### config.mk
export PLATFORM = sky130hd
export DESIGN_NAME = writeback_unit
export DESIGN_NICKNAME = d
export VERILOG_FILES = /design/src/rtl/writeback_unit.sv
export SDC_FILE = /design/constraint.sdc
export NUM_CORES = 1
export LEC_CHECK = 0
export ABC_AREA = 1
export CAP_MARGIN = 20
export CORE_MARGIN = 10
export CORE_UTILIZATION = 50
export CTS_CLUSTER_SIZE = 24
export DETAILED_ROUTE_END_ITERATION = 10
export GPL_ROUTABILITY_DRIVEN = 0
export GPL_TIMING_DRIVEN = 0
export PLACE_DENSITY = 0.72
export SYNTH_ARGS = -nofsm -noshare
export SYNTH_HDL_FRONTEND = slang
export SYNTH_SLANG_ARGS = --single-unit
### constraint.sdc
create_clock -name clk -period 7.72 [get_ports clk]
set_input_delay 0.772 -clock clk [delete_from_list [all_inputs] [get_ports clk]]
set_output_delay 0.772 -clock clk [all_outputs]
set_load 0.01 [all_outputs]
### src/rtl/writeback_unit.sv
// writeback_unit
//   Merges ALU results and load data into a small circular queue, then
//   drains one entry per cycle into the register-file write port.
//   Load data is sign/zero-extended at enqueue time, so the queue holds
//   final write values only.
//
// Ports
//   clk, reset_n                  clock, async active-low reset
//   alu_valid/alu_rd/alu_result   ALU producer
//   load_valid/load_rd/load_data  load producer, raw little-endian data
//   load_size                     LB/LH/LW/LD/LBU/LHU/LWU, 111 illegal
//   in_ready                      both producers may present this cycle
//   write_en/addressC/writeBack   registered register-file write port
//   pending                       queue occupancy
//   size_err                      sticky, set when an illegal size is accepted
module writeback_unit #(
    parameter int BUS_DATA_WIDTH = 64,
    parameter int DEPTH          = 4
) (
    input  logic                        clk,
    input  logic                        reset_n,
    input  logic                        alu_valid,
    input  logic [4:0]                  alu_rd,
    input  logic [BUS_DATA_WIDTH-1:0]   alu_result,
    input  logic                        load_valid,
    input  logic [4:0]                  load_rd,
    input  logic [BUS_DATA_WIDTH-1:0]   load_data,
    input  logic [2:0]                  load_size,
    output logic                        in_ready,
    output logic                        write_en,
    output logic [4:0]                  addressC,
    output logic [BUS_DATA_WIDTH-1:0]   writeBack,
    output logic [$clog2(DEPTH):0]      pending,
    output logic                        size_err
);
    localparam int W  = BUS_DATA_WIDTH;
    localparam int PW = $clog2(DEPTH);
    localparam int CW = PW + 1;

    function automatic logic [W-1:0] extend(input logic [W-1:0] d, input logic [2:0] sz);
        logic [W-1:0] v;
        case (sz)
            3'b000:  v = {{(W-8){d[7]}},   d[7:0]};
            3'b001:  v = {{(W-16){d[15]}}, d[15:0]};
            3'b010:  v = {{(W-32){d[31]}}, d[31:0]};
            3'b100:  v = {{(W-8){1'b0}},   d[7:0]};
            3'b101:  v = {{(W-16){1'b0}},  d[15:0]};
            3'b110:  v = {{(W-32){1'b0}},  d[31:0]};
            default: v = d;   // LD, and illegal 111 which behaves as LD
        endcase
        return v;
    endfunction

    logic [4:0]   r_q_rd   [DEPTH];
    logic [W-1:0] r_q_data [DEPTH];
    logic [PW-1:0] r_rptr, r_wptr;
    logic [CW-1:0] r_pending;
    logic          r_write_en;
    logic [4:0]    r_addr;
    logic [W-1:0]  r_wb;
    logic          r_size_err;

    logic          w_ready;
    logic          w_acc_ld, w_acc_alu;
    logic          w_push_ld, w_push_alu;
    logic          w_pop;
    logic [PW-1:0] w_wp_alu;
    logic [W-1:0]  w_ld_ext;

    assign w_ready    = (r_pending <= CW'(DEPTH - 2));
    assign w_acc_ld   = load_valid & w_ready;
    assign w_acc_alu  = alu_valid & w_ready;
    // writes to x0 are dropped at the door
    assign w_push_ld  = w_acc_ld  & (load_rd != 5'd0);
    assign w_push_alu = w_acc_alu & (alu_rd  != 5'd0);
    // pop decision uses pre-edge occupancy, so a push into an empty queue
    // is never forwarded straight to the output
    assign w_pop      = (r_pending != '0);
    // load goes first when both push; ALU lands one slot behind it
    assign w_wp_alu   = r_wptr + PW'(w_push_ld);
    assign w_ld_ext   = extend(load_data, load_size);

    // storage has no reset: occupancy and pointers define what is live
    always_ff @(posedge clk) begin
        if (w_push_ld) begin
            r_q_rd[r_wptr]   <= load_rd;
            r_q_data[r_wptr] <= w_ld_ext;
        end
        if (w_push_alu) begin
            r_q_rd[w_wp_alu]   <= alu_rd;
            r_q_data[w_wp_alu] <= alu_result;
        end
    end

    always_ff @(posedge clk or negedge reset_n) begin
        if (!reset_n) begin
            r_rptr     <= '0;
            r_wptr     <= '0;
            r_pending  <= '0;
            r_write_en <= 1'b0;
            r_addr     <= '0;
            r_wb       <= '0;
            r_size_err <= 1'b0;
        end else begin
            r_wptr    <= r_wptr + PW'(w_push_ld) + PW'(w_push_alu);
            r_pending <= r_pending + CW'(w_push_ld) + CW'(w_push_alu) - CW'(w_pop);
            r_write_en <= w_pop;
            if (w_pop) begin
                r_addr <= r_q_rd[r_rptr];
                r_wb   <= r_q_data[r_rptr];
                r_rptr <= r_rptr + PW'(1);
            end
            if (w_acc_ld && load_size == 3'b111)
                r_size_err <= 1'b1;
        end
    end

    assign in_ready  = w_ready;
    assign write_en  = r_write_en;
    assign addressC  = r_addr;
    assign writeBack = r_wb;
    assign pending   = r_pending;
    assign size_err  = r_size_err;
endmodule

==> report_table.html, run 1 <==
<table>
<tr><th>Metric</th><th>Value</th></tr>
<tr><th colspan="2">Floorplanning</th></tr>
<tr><td>Standard-cell rows</td><td>69</td></tr>
<tr><td>Horizontal extent of the die</td><td>approximately 210 um</td></tr>
<tr><td>Total die area</td><td>43800 um^2</td></tr>
<tr><td>Core ar.</td><td>about 35000 um^2</td></tr>
<tr><td>I/O Pins</td><td>220</td></tr>
<tr><td>Initial Utilization</td><td>about half</td></tr>
<tr><td>Y dimension of the die</td><td>209 um</td></tr>
<tr><th colspan="2">STA</th></tr>
<tr><td>Time the worst path needs with I/O delays and setup</td><td>about 5.9 ns</td></tr>
<tr><td>Setup_tns</td><td>0 ns</td></tr>
<tr><td>Count of endpoints failing hold in the final timing report</td><td>0</td></tr>
<tr><td>Layout Skew</td><td>between 0.02 and 0.025 ns</td></tr>
<tr><td>Max Slew Vio Count</td><td>0</td></tr>
<tr><td>RSZ-0062 raised after global routing</td><td>false</td></tr>
<tr><td>Period Utilization, post-route</td><td>roughly three quarters</td></tr>
<tr><td>Slew at the pin with the worst max-slew slack</td><td>around 0.90 ns</td></tr>
<tr><td>FMAX</td><td>around 170 MHz</td></tr>
<tr><td>Setup-failing EPs final</td><td>0</td></tr>
<tr><td>Relative slew slack</td><td>39.6%</td></tr>
<tr><th colspan="2">Detailed routing</th></tr>
<tr><td>Via count</td><td>between 15000 and 20000</td></tr>
<tr><td>Wire length after detailed routing</td><td>roughly 66000 um</td></tr>
<tr><td>Routed via count divided by cell count</td><td>6.08</td></tr>
<tr><td>Number of remaining DRC errors</td><td>0</td></tr>
<tr><td>WL/cell</td><td>roughly 23 um</td></tr>
<tr><td>Iteration-0 DRC count of the detailed router</td><td>2514</td></tr>
<tr><td>First-pass iteration count of the detailed router</td><td>6</td></tr>
<tr><td>Post-DRT Antenna Nets</td><td>0</td></tr>
<tr><th colspan="2">Synth</th></tr>
<tr><td>Post-synthesis cell area</td><td>17900 um^2</td></tr>
<tr><td>Cell taking the most area after synthesis</td><td>edfxtp_1</td></tr>
<tr><td>Fraction of post-synthesis cell area in the top cell type by area</td><td>46.3%</td></tr>
<tr><td>Post-synth ARST share</td><td>between 20% and 30%</td></tr>
<tr><td>Cell count after synthesis</td><td>between 2000 and 2500</td></tr>
<tr><td>Part of the Yosys area used for sequential elements</td><td>between 50% and 60%</td></tr>
<tr><td>List of most frequent post-synthesis cells</td><td>nand2_1 (761), nand3_1 (367), edfxtp_1 (276)</td></tr>
<tr><td>Mean post-synth cell area</td><td>8.56 um^2</td></tr>
<tr><td>Total nets after synthesis</td><td>approximately 2200</td></tr>
<tr><td>Count of flip-flops with a built-in enable after synthesis</td><td>approximately 280</td></tr>
<tr><td>Main flop type after synthesis</td><td>edfxtp_1</td></tr>
<tr><td>Most repeated cell in the gate-level netlist after synthesis</td><td>nand2_1</td></tr>
<tr><td>Yosys synthesis warning count</td><td>0</td></tr>
<tr><td>Post-synthesis cell type count</td><td>23</td></tr>
<tr><td>Dominant cells by area after synthesis</td><td>edfxtp_1 (46%), nand2_1 (16%), dfrtp_1 (11%)</td></tr>
<tr><td>Yosys reg bits</td><td>between 300 and 400</td></tr>
<tr><th colspan="2">Min path</th></tr>
<tr><td>Worst min-delay path class</td><td>primary input to async pin</td></tr>
<tr><th colspan="2">Power</th></tr>
<tr><td>Int Power</td><td>approximately 5400 uW</td></tr>
<tr><td>Clock share of power</td><td>a little over a fifth</td></tr>
<tr><td>Switching power</td><td>roughly 4000 uW</td></tr>
<tr><td>Portion of total power attributed to combinational logic</td><td>46.8%</td></tr>
<tr><td>Power share of the sequential group</td><td>approximately a third</td></tr>
<tr><td>Switching portion of total power</td><td>between 40% and 50%</td></tr>
<tr><td>Peak supply drop</td><td>roughly 0.26 mV</td></tr>
<tr><td>Static leakage</td><td>0.00950 uW</td></tr>
<tr><td>Total power density per cell area</td><td>approximately 420 nW/um^2</td></tr>
<tr><th colspan="2">Worst setup path</th></tr>
<tr><td>Buffers &amp; Inverters on Critical Path</td><td>9</td></tr>
<tr><td>Element type at the critical path end</td><td>flop</td></tr>
<tr><td>Crit-path max cell delay</td><td>~0.66 ns</td></tr>
<tr><td>Arrival time of the worst setup path</td><td>6.09 ns</td></tr>
<tr><td>Critical path's most frequent cell</td><td>inv_1</td></tr>
<tr><td>Data required time of the worst path</td><td>7.95 ns</td></tr>
<tr><td>Worst path top cell family by delay</td><td>buffers and inverters</td></tr>
<tr><td>Cell chain of the critical path</td><td>inv_2, clkbuf_1, ha_1, inv_1, nand2_2, nand3_1, inv_1, ha_1, inv_1, nand2_1, nand2_1, nor2_2, nand4_1, clkbuf_1, o21ai_4, buf_16, buf_16, buf_12</td></tr>
<tr><td>Critical Setup Path Class</td><td>flop to flop</td></tr>
<tr><td>Largest fanout on the critical path</td><td>22</td></tr>
<tr><td>CP startpoint kind</td><td>flop</td></tr>
<tr><td>Crit path max-delay cell type</td><td>nand4_1</td></tr>
<tr><th colspan="2">GRT</th></tr>
<tr><td>Largest net degree at the start of global routing</td><td>41</td></tr>
<tr><td>Via count of the first global-routing pass</td><td>17167</td></tr>
<tr><td>Remaining Overflow, GRT</td><td>0</td></tr>
<tr><td>All-layer global routing usage</td><td>between 20% and 30%</td></tr>
<tr><td>Initial antenna violation count</td><td>13</td></tr>
<tr><td>Global-route wire length before repair</td><td>98500 um</td></tr>
<tr><th colspan="2">Final layout</th></tr>
<tr><td>Number of filler instances in the final layout</td><td>between 2000 and 3000</td></tr>
<tr><td>Count of non-filler cells in the finished layout</td><td>2865</td></tr>
<tr><td>Fraction of final layout cells with drive strength greater than 1</td><td>approximately 6%</td></tr>
<tr><td>Layout overhead on the synthesized area</td><td>25.4%</td></tr>
<tr><td># nets final</td><td>between 2000 and 3000</td></tr>
<tr><th colspan="2">Clock network</th></tr>
<tr><td>Root buf cell</td><td>clkbuf_16</td></tr>
<tr><td>Buffers inserted by post-CTS timing repair</td><td>0</td></tr>
<tr><td>Clock-pin slew reported for the worst setup and hold paths after clock tree synthesis</td><td>0.06 ns</td></tr>
<tr><td>Clk sink count</td><td>354</td></tr>
<tr><td>H-tree depth</td><td>2</td></tr>
<tr><td>Post-cts repair resize count</td><td>0</td></tr>
<tr><td>TritonCTS clock tree</td><td>done</td></tr>
<tr><td>Source-to-sink clock delay at the later pin of the worst-skew pair</td><td>approximately 0.55 ns</td></tr>
<tr><td>Count of hold-fix buffers inserted at cts</td><td>0</td></tr>
<tr><td>Clock Path Buffers</td><td>3</td></tr>
<tr><td>Clock buffers created by TritonCTS</td><td>39</td></tr>
<tr><th colspan="2">Run status</th></tr>
<tr><td>Outcome</td><td>finished, final reports clean</td></tr>
<tr><th colspan="2">Placed design</th></tr>
<tr><td>Number of placed instances with taps included</td><td>2784</td></tr>
<tr><td>Input/output buffers</td><td>around 220</td></tr>
<tr><td>Half-perimeter wire length of the detailed placement result</td><td>between 40000 and 50000 um</td></tr>
<tr><th colspan="2">Flow run</th></tr>
<tr><td>Maxcap violations</td><td>0</td></tr>
</table>
-- cells in the final DEF (no fill, tap or decap), types with 5 or more instances in the layout --
| cell | count |
|---|---|
| buf_1 | 8 |
| buf_16 | 12 |
| buf_2 | 25 |
| buf_4 | 24 |
| bufinv_16 | 6 |
| clkbuf_1 | 120 |
| clkbuf_16 | 40 |
| clkbuf_8 | 5 |
| clkdlybuf4s50_1 | 216 |
| clkinv_2 | 10 |
| dfrtp_1 | 78 |
| diode_2 | 9 |
| edfxtp_1 | 276 |
| inv_1 | 14 |
| nand2_1 | 761 |
| nand3_1 | 367 |
| nand4_1 | 36 |
| nor2_1 | 146 |
| o21ai_0 | 146 |
| o22ai_1 | 69 |
-- power groups by stage --
stage | registers (uW) | clock network, uW | logic (uW)
2_1_floorplan | 3260 | 0 | 2240
3_3_place_gp | 3290 | 0 | 4050
3_5_place_dp | 3110 | 0 | 4330
4_1_cts | 3080 | 1980 | 4360
5_1_grt | 3130 | 2060 | 4750
6_report | 3090 | 1990 | 4460
-- sequential cells by signal, indices dropped and copies added, names as in the netlist --
name and flops:
r_q_rd 20, size_err 1, r_rptr 2, write_en 1, r_wptr 2, addressC 5
pending 3, r_q_data 256, writeBack 64
-- area by class of cell --
| type | count | area (um^2) | share of cell area, % |
|---|---|---|---|
| plain buffers | 173 | 767 | 3.41 |
| clock inverters | 24 | 287 | 1.28 |
| diodes | 9 | 22.5 | 0.100 |
| repair buffers | 231 | 2540 | 11.3 |
| flip-flops and latches | 354 | 10200 | 45.6 |
| clock buffers | 48 | 1080 | 4.81 |
| inverters | 17 | 63.8 | 0.284 |
| well taps | 461 | 577 | 2.57 |
| multi-input cells | 1548 | 6890 | 30.7 |
-- final timing paths --
check,start,to,slack (ns),depth (start not counted)
max,pending[1]$_DFF_PN0_,r_q_data[3][29]$_DFFE_PP_,1.86,18
min,reset_n,writeBack[25]$_DFFE_PN0P_,0.21,1
min in group clk,writeBack[56]$_DFFE_PN0P_,writeBack[56]$_DFFE_PN0P_,0.51,2
max reg2reg,pending[1]$_DFF_PN0_,r_q_data[3][29]$_DFFE_PP_,1.86,18
max in group asynchronous,reset_n,writeBack[51]$_DFFE_PN0P_,6.86,2
min reg2reg,writeBack[56]$_DFFE_PN0P_,writeBack[56]$_DFFE_PN0P_,0.51,2
-- stage by stage --
step / area (um^2) / worst slack (ns) / hold WS, ns / util (%) / total power [uW]
floorplan: 17900 / 0.825 / 0.476 / - / 5500
global placement: 20700 / -3.99 / 0.493 / 58.2 / 7340
detailed placement: 21100 / 2.18 / 0.494 / 59.4 / 7440
CTS: 22400 / 2.12 / 0.240 / 63.2 / 9420
global route: 22500 / 1.87 / 0.259 / 63.3 / 9950
finish: 22500 / 1.86 / 0.209 / 63.3 / 9540
-- logic make-up (layout without fill, tap and decap cells) --
logic type	after synthesis	in the layout	share of synthesized area, %
buf+inv	190	493	4.64
xor+xnor	4	4	0.196
fa+ha+maj	6	6	0.503
flops	354	354	57.2
other cells	0	9	0
compound gates	220	220	6.65
simple gates	1318	1318	30.8
-- metal layers --
layer	GRT usage, %	share of wire [%]	wire [um]	vias up
met5	1.15	0.088	58	-
met4	15.4	4.8	3170	8
met3	6.77	13	8280	257
met2	45.1	46	30500	1332
met1	36.3	36	23700	8081
li1	-	-	-	7741
No activity file was read; power rests on OpenSTA's default activity.
==> inputs of run 2 (changes only) <==
--- a/config.mk
+++ b/config.mk
@@ -13,7 +13,7 @@
 export DETAILED_ROUTE_END_ITERATION = 10
 export GPL_ROUTABILITY_DRIVEN = 0
 export GPL_TIMING_DRIVEN = 0
-export PLACE_DENSITY = 0.72
+export PLACE_DENSITY = 0.75
 export SYNTH_ARGS = -nofsm -noshare
 export SYNTH_HDL_FRONTEND = slang
 export SYNTH_SLANG_ARGS = --single-unit
==> constraint.sdc (replaced) <==
create_clock -name clk -period 4.8 [get_ports clk]
set_input_delay 0.48 -clock clk [delete_from_list [all_inputs] [get_ports clk]]
set_output_delay 0.48 -clock clk [all_outputs]
set_load 0.01 [all_outputs]
==> run 2 against run 1 <==
Against the previous run:
- highest routed layer unchanged
- die area is the same
- critical path depth decreased by 2
- clock power is 49% higher
- sequential share of layout area up 0.28 points
- first-iteration DRC count grew 8.1%
- sequential cell count did not move
- global-route usage up 0.12 points
- via count increased by 1.4%
- combinational power up 60%
- count of clock-buffer cells in the layout unchanged
- utilization is 0.38 points lower
==> report_table.html, run 2 (same netlist as run 1, synthesis figures left out) <==
<table>
<tr><th>Metric</th><th>Value</th></tr>
<tr><th colspan="2">GRT</th></tr>
<tr><td>All-layer global routing usage</td><td>around 29%</td></tr>
<tr><td>Initial antenna violation count</td><td>11</td></tr>
<tr><td>Via count of the first global-routing pass</td><td>about 17000</td></tr>
<tr><td>Remaining Overflow, GRT</td><td>0</td></tr>
<tr><td>Largest net degree at the start of global routing</td><td>42</td></tr>
<tr><td>Global-route wire length before repair</td><td>slightly below 100000 um</td></tr>
<tr><td>Most used routing layer</td><td>met2</td></tr>
<tr><td>Met1 layer usage reported by global route</td><td>between 30% and 40%</td></tr>
<tr><td>Met3 track demand over resource in global routing</td><td>roughly 6.7%</td></tr>
<tr><td>Met2 usage in global routing</td><td>between 40% and 50%</td></tr>
<tr><th colspan="2">Worst setup path</th></tr>
<tr><td>Arrival time of the worst setup path</td><td>4.83 ns</td></tr>
<tr><td>Crit path max-delay cell type</td><td>inv_2</td></tr>
<tr><td>CP startpoint kind</td><td>flop</td></tr>
<tr><td>Worst path top cell family by delay</td><td>buffers and inverters</td></tr>
<tr><td>Data required time of the worst path</td><td>between 5 and 6 ns</td></tr>
<tr><td>Critical path's most frequent cell</td><td>inv_1</td></tr>
<tr><td>Cell chain of the critical path</td><td>inv_2, ha_1, inv_1, nand2_2, nand3_2, inv_1, ha_1, inv_1, nand2_1, nand2_1, nor2_2, nand4_1, clkbuf_1, o21ai_4, buf_12, buf_12</td></tr>
<tr><td>Crit-path max cell delay</td><td>0.44 ns</td></tr>
<tr><td>Largest fanout on the critical path</td><td>25</td></tr>
<tr><td>Critical Setup Path Class</td><td>flop to flop</td></tr>
<tr><td>Element type at the critical path end</td><td>flop</td></tr>
<tr><td>Buffers &amp; Inverters on Critical Path</td><td>7</td></tr>
<tr><th colspan="2">Clock network</th></tr>
<tr><td>H-tree depth</td><td>2</td></tr>
<tr><td>Root buf cell</td><td>clkbuf_16</td></tr>
<tr><td>TritonCTS clock tree</td><td>done</td></tr>
<tr><td>Clk sink count</td><td>about 350</td></tr>
<tr><td>Clock Path Buffers</td><td>3</td></tr>
<tr><td>Clock buffers created by TritonCTS</td><td>37</td></tr>
<tr><td>Clock-pin slew reported for the worst setup and hold paths after clock tree synthesis</td><td>about 0.06 ns</td></tr>
<tr><td>Source-to-sink clock delay at the later pin of the worst-skew pair</td><td>about 0.54 ns</td></tr>
<tr><th colspan="2">Detailed routing</th></tr>
<tr><td>Via count</td><td>around 18000</td></tr>
<tr><td>Number of remaining DRC errors</td><td>0</td></tr>
<tr><td>Routed via count divided by cell count</td><td>just over 6</td></tr>
<tr><td>First-pass iteration count of the detailed router</td><td>7</td></tr>
<tr><td>WL/cell</td><td>23.0 um</td></tr>
<tr><td>Wire length after detailed routing</td><td>about 66000 um</td></tr>
<tr><td>Iteration-0 DRC count of the detailed router</td><td>2717</td></tr>
<tr><td>Post-DRT Antenna Nets</td><td>0</td></tr>
<tr><th colspan="2">Min path</th></tr>
<tr><td>Worst min-delay path class</td><td>flop to flop</td></tr>
<tr><th colspan="2">Final layout</th></tr>
<tr><td># nets final</td><td>2516</td></tr>
<tr><td>Post-route design area</td><td>approximately 22000 um^2</td></tr>
<tr><td>Layout overhead on the synthesized area</td><td>24.7%</td></tr>
<tr><td>Fraction of final layout cells with drive strength greater than 1</td><td>around 5.9%</td></tr>
<tr><td>Most frequent standard cell in the layout excluding fill and tap cells</td><td>nand2_1</td></tr>
<tr><td>Count of non-filler cells in the finished layout</td><td>about 2900</td></tr>
<tr><td>Register with the most flip-flops</td><td>r_q_data</td></tr>
<tr><td>Number of flip-flops in the largest register</td><td>~260</td></tr>
<tr><td>Commonest non-fill, non-tap cells in the layout</td><td>nand2_1 (761), nand3_1 (366), edfxtp_1 (276)</td></tr>
<tr><th colspan="2">STA</th></tr>
<tr><td>FMAX</td><td>approximately 220 MHz</td></tr>
<tr><td>Setup-failing EPs final</td><td>0</td></tr>
<tr><td>Count of endpoints failing hold in the final timing report</td><td>0</td></tr>
<tr><td>Setup_tns</td><td>0 ns</td></tr>
<tr><td>Relative slew slack</td><td>41.3%</td></tr>
<tr><td>RSZ-0062 raised after global routing</td><td>false</td></tr>
<tr><td>Post-route worst hold slack</td><td>roughly 0.47 ns</td></tr>
<tr><td>Period Utilization, post-route</td><td>95.8%</td></tr>
<tr><td>Max Slew Vio Count</td><td>0</td></tr>
<tr><td>Slew at the pin with the worst max-slew slack</td><td>about 0.9 ns</td></tr>
<tr><td>Time the worst path needs with I/O delays and setup</td><td>~4.6 ns</td></tr>
<tr><td>Layout Skew</td><td>0.0114 ns</td></tr>
<tr><th colspan="2">Floorplanning</th></tr>
<tr><td>Horizontal extent of the die</td><td>approximately 210 um</td></tr>
<tr><td>Standard-cell rows</td><td>around 70</td></tr>
<tr><td>Initial Utilization</td><td>about 50%</td></tr>
<tr><td>Core ar.</td><td>~35000 um^2</td></tr>
<tr><td>I/O Pins</td><td>220</td></tr>
<tr><td>Y dimension of the die</td><td>roughly 210 um</td></tr>
<tr><td>Total die area</td><td>43800 um^2</td></tr>
<tr><th colspan="2">Placed design</th></tr>
<tr><td>Placed instance area</td><td>roughly 21000 um^2</td></tr>
<tr><td>Half-perimeter wire length of the detailed placement result</td><td>approximately 45000 um</td></tr>
<tr><td>Input/output buffers</td><td>approximately 220</td></tr>
<tr><td>Number of placed instances with taps included</td><td>roughly 2800</td></tr>
<tr><th colspan="2">Power</th></tr>
<tr><td>Total power density per cell area</td><td>just under 700 nW/um^2</td></tr>
<tr><td>Switching power</td><td>between 6000 and 7000 uW</td></tr>
<tr><td>Clock share of power</td><td>between 10% and 20%</td></tr>
<tr><td>Int Power</td><td>8520 uW</td></tr>
<tr><td>Static leakage</td><td>~0.0094 uW</td></tr>
<tr><td>Total power after layout</td><td>15100 uW</td></tr>
<tr><td>Portion of total power attributed to combinational logic</td><td>47.4%</td></tr>
<tr><td>Peak supply drop</td><td>0.319 mV</td></tr>
<tr><td>Power share of the sequential group</td><td>approximately 33%</td></tr>
<tr><td>Switching portion of total power</td><td>a little over two fifths</td></tr>
<tr><th colspan="2">Flow run</th></tr>
<tr><td>Maxcap violations</td><td>0</td></tr>
<tr><th colspan="2">Run status</th></tr>
<tr><td>Outcome</td><td>finished, final reports clean</td></tr>
</table>
-- run 2: changes by cell type in the layout (fill, tap and decap cells not counted), sizes merged, moves of 2 or more --
cell	change
buf	+3
bufinv	-2
clkinv	-4
clkinvlp	+3
-- run 2: metal layers --
layer  vias up  share of wire (%)
li1       7729                  -
met1      8230                 35
met2      1436                 46
met3       256                 14
met4         4                5.1
met5         -              0.038
-- run 2: power groups by stage --
stage / clock [uW] / sequential, uW / combinational (uW)
after detailed placement: 0 / 5000 / 6870
after global placement: 0 / 5160 / 6460
after floorplan: 0 / 5170 / 3610
final: 2970 / 4960 / 7140
after CTS: 2950 / 4950 / 6950
after global routing: 3080 / 5040 / 7600
-- run 2: path summary, 6_finish.rpt --
kind                       depth (start not counted)  slack (ns)                   endpoint                 start
hold reg to reg                                    1        0.47       size_err$_DFFE_PN0P_  size_err$_DFFE_PN0P_
setup / recovery                                  16        0.20  r_q_data[3][27]$_DFFE_PP_  pending[1]$_DFF_PN0_
hold / removal                                     1        0.47       size_err$_DFFE_PN0P_  size_err$_DFFE_PN0P_
min in group asynchronous                          2        0.50  writeBack[26]$_DFFE_PN0P_               reset_n
max in group asynchronous                          3        3.65  writeBack[41]$_DFFE_PN0P_               reset_n
setup reg to reg                                  16        0.20  r_q_data[3][27]$_DFFE_PP_  pending[1]$_DFF_PN0_
-- run 2: cell type report --
class / count / area, um^2
fill: 2872 / 13200
sequential: 354 / 10200
multi-input combinational: 1548 / 6900
timing repair buffer: 235 / 2520
clock buffer: 48 / 1030
buffer: 172 / 763
tap: 461 / 577
clock inverter: 20 / 211
inverter: 17 / 63.8
antenna: 10 / 25.0
-- run 2: stage by stage --
stage	setup slack [ns]	util [%]
after CTS	0.0642	62.9
after global routing	0.0790	62.9
after global placement	-3.78	58.2
after detailed placement	-0.716	59.2
after floorplan	-0.376	-
final	0.202	62.9
-- run 2: timing repair --
| action | 4_1_cts | 5_1_grt |
|---|---|---|
| setup buffers | 4 | 0 |
| endpoints found under the setup margin | 289 | 219 |
| pin swaps | 4 | 0 |
| gates resized for setup | 2 | 0 |
| endpoints found under the hold margin | 40 | 0 |
| hold buffers | 1 | 0 |
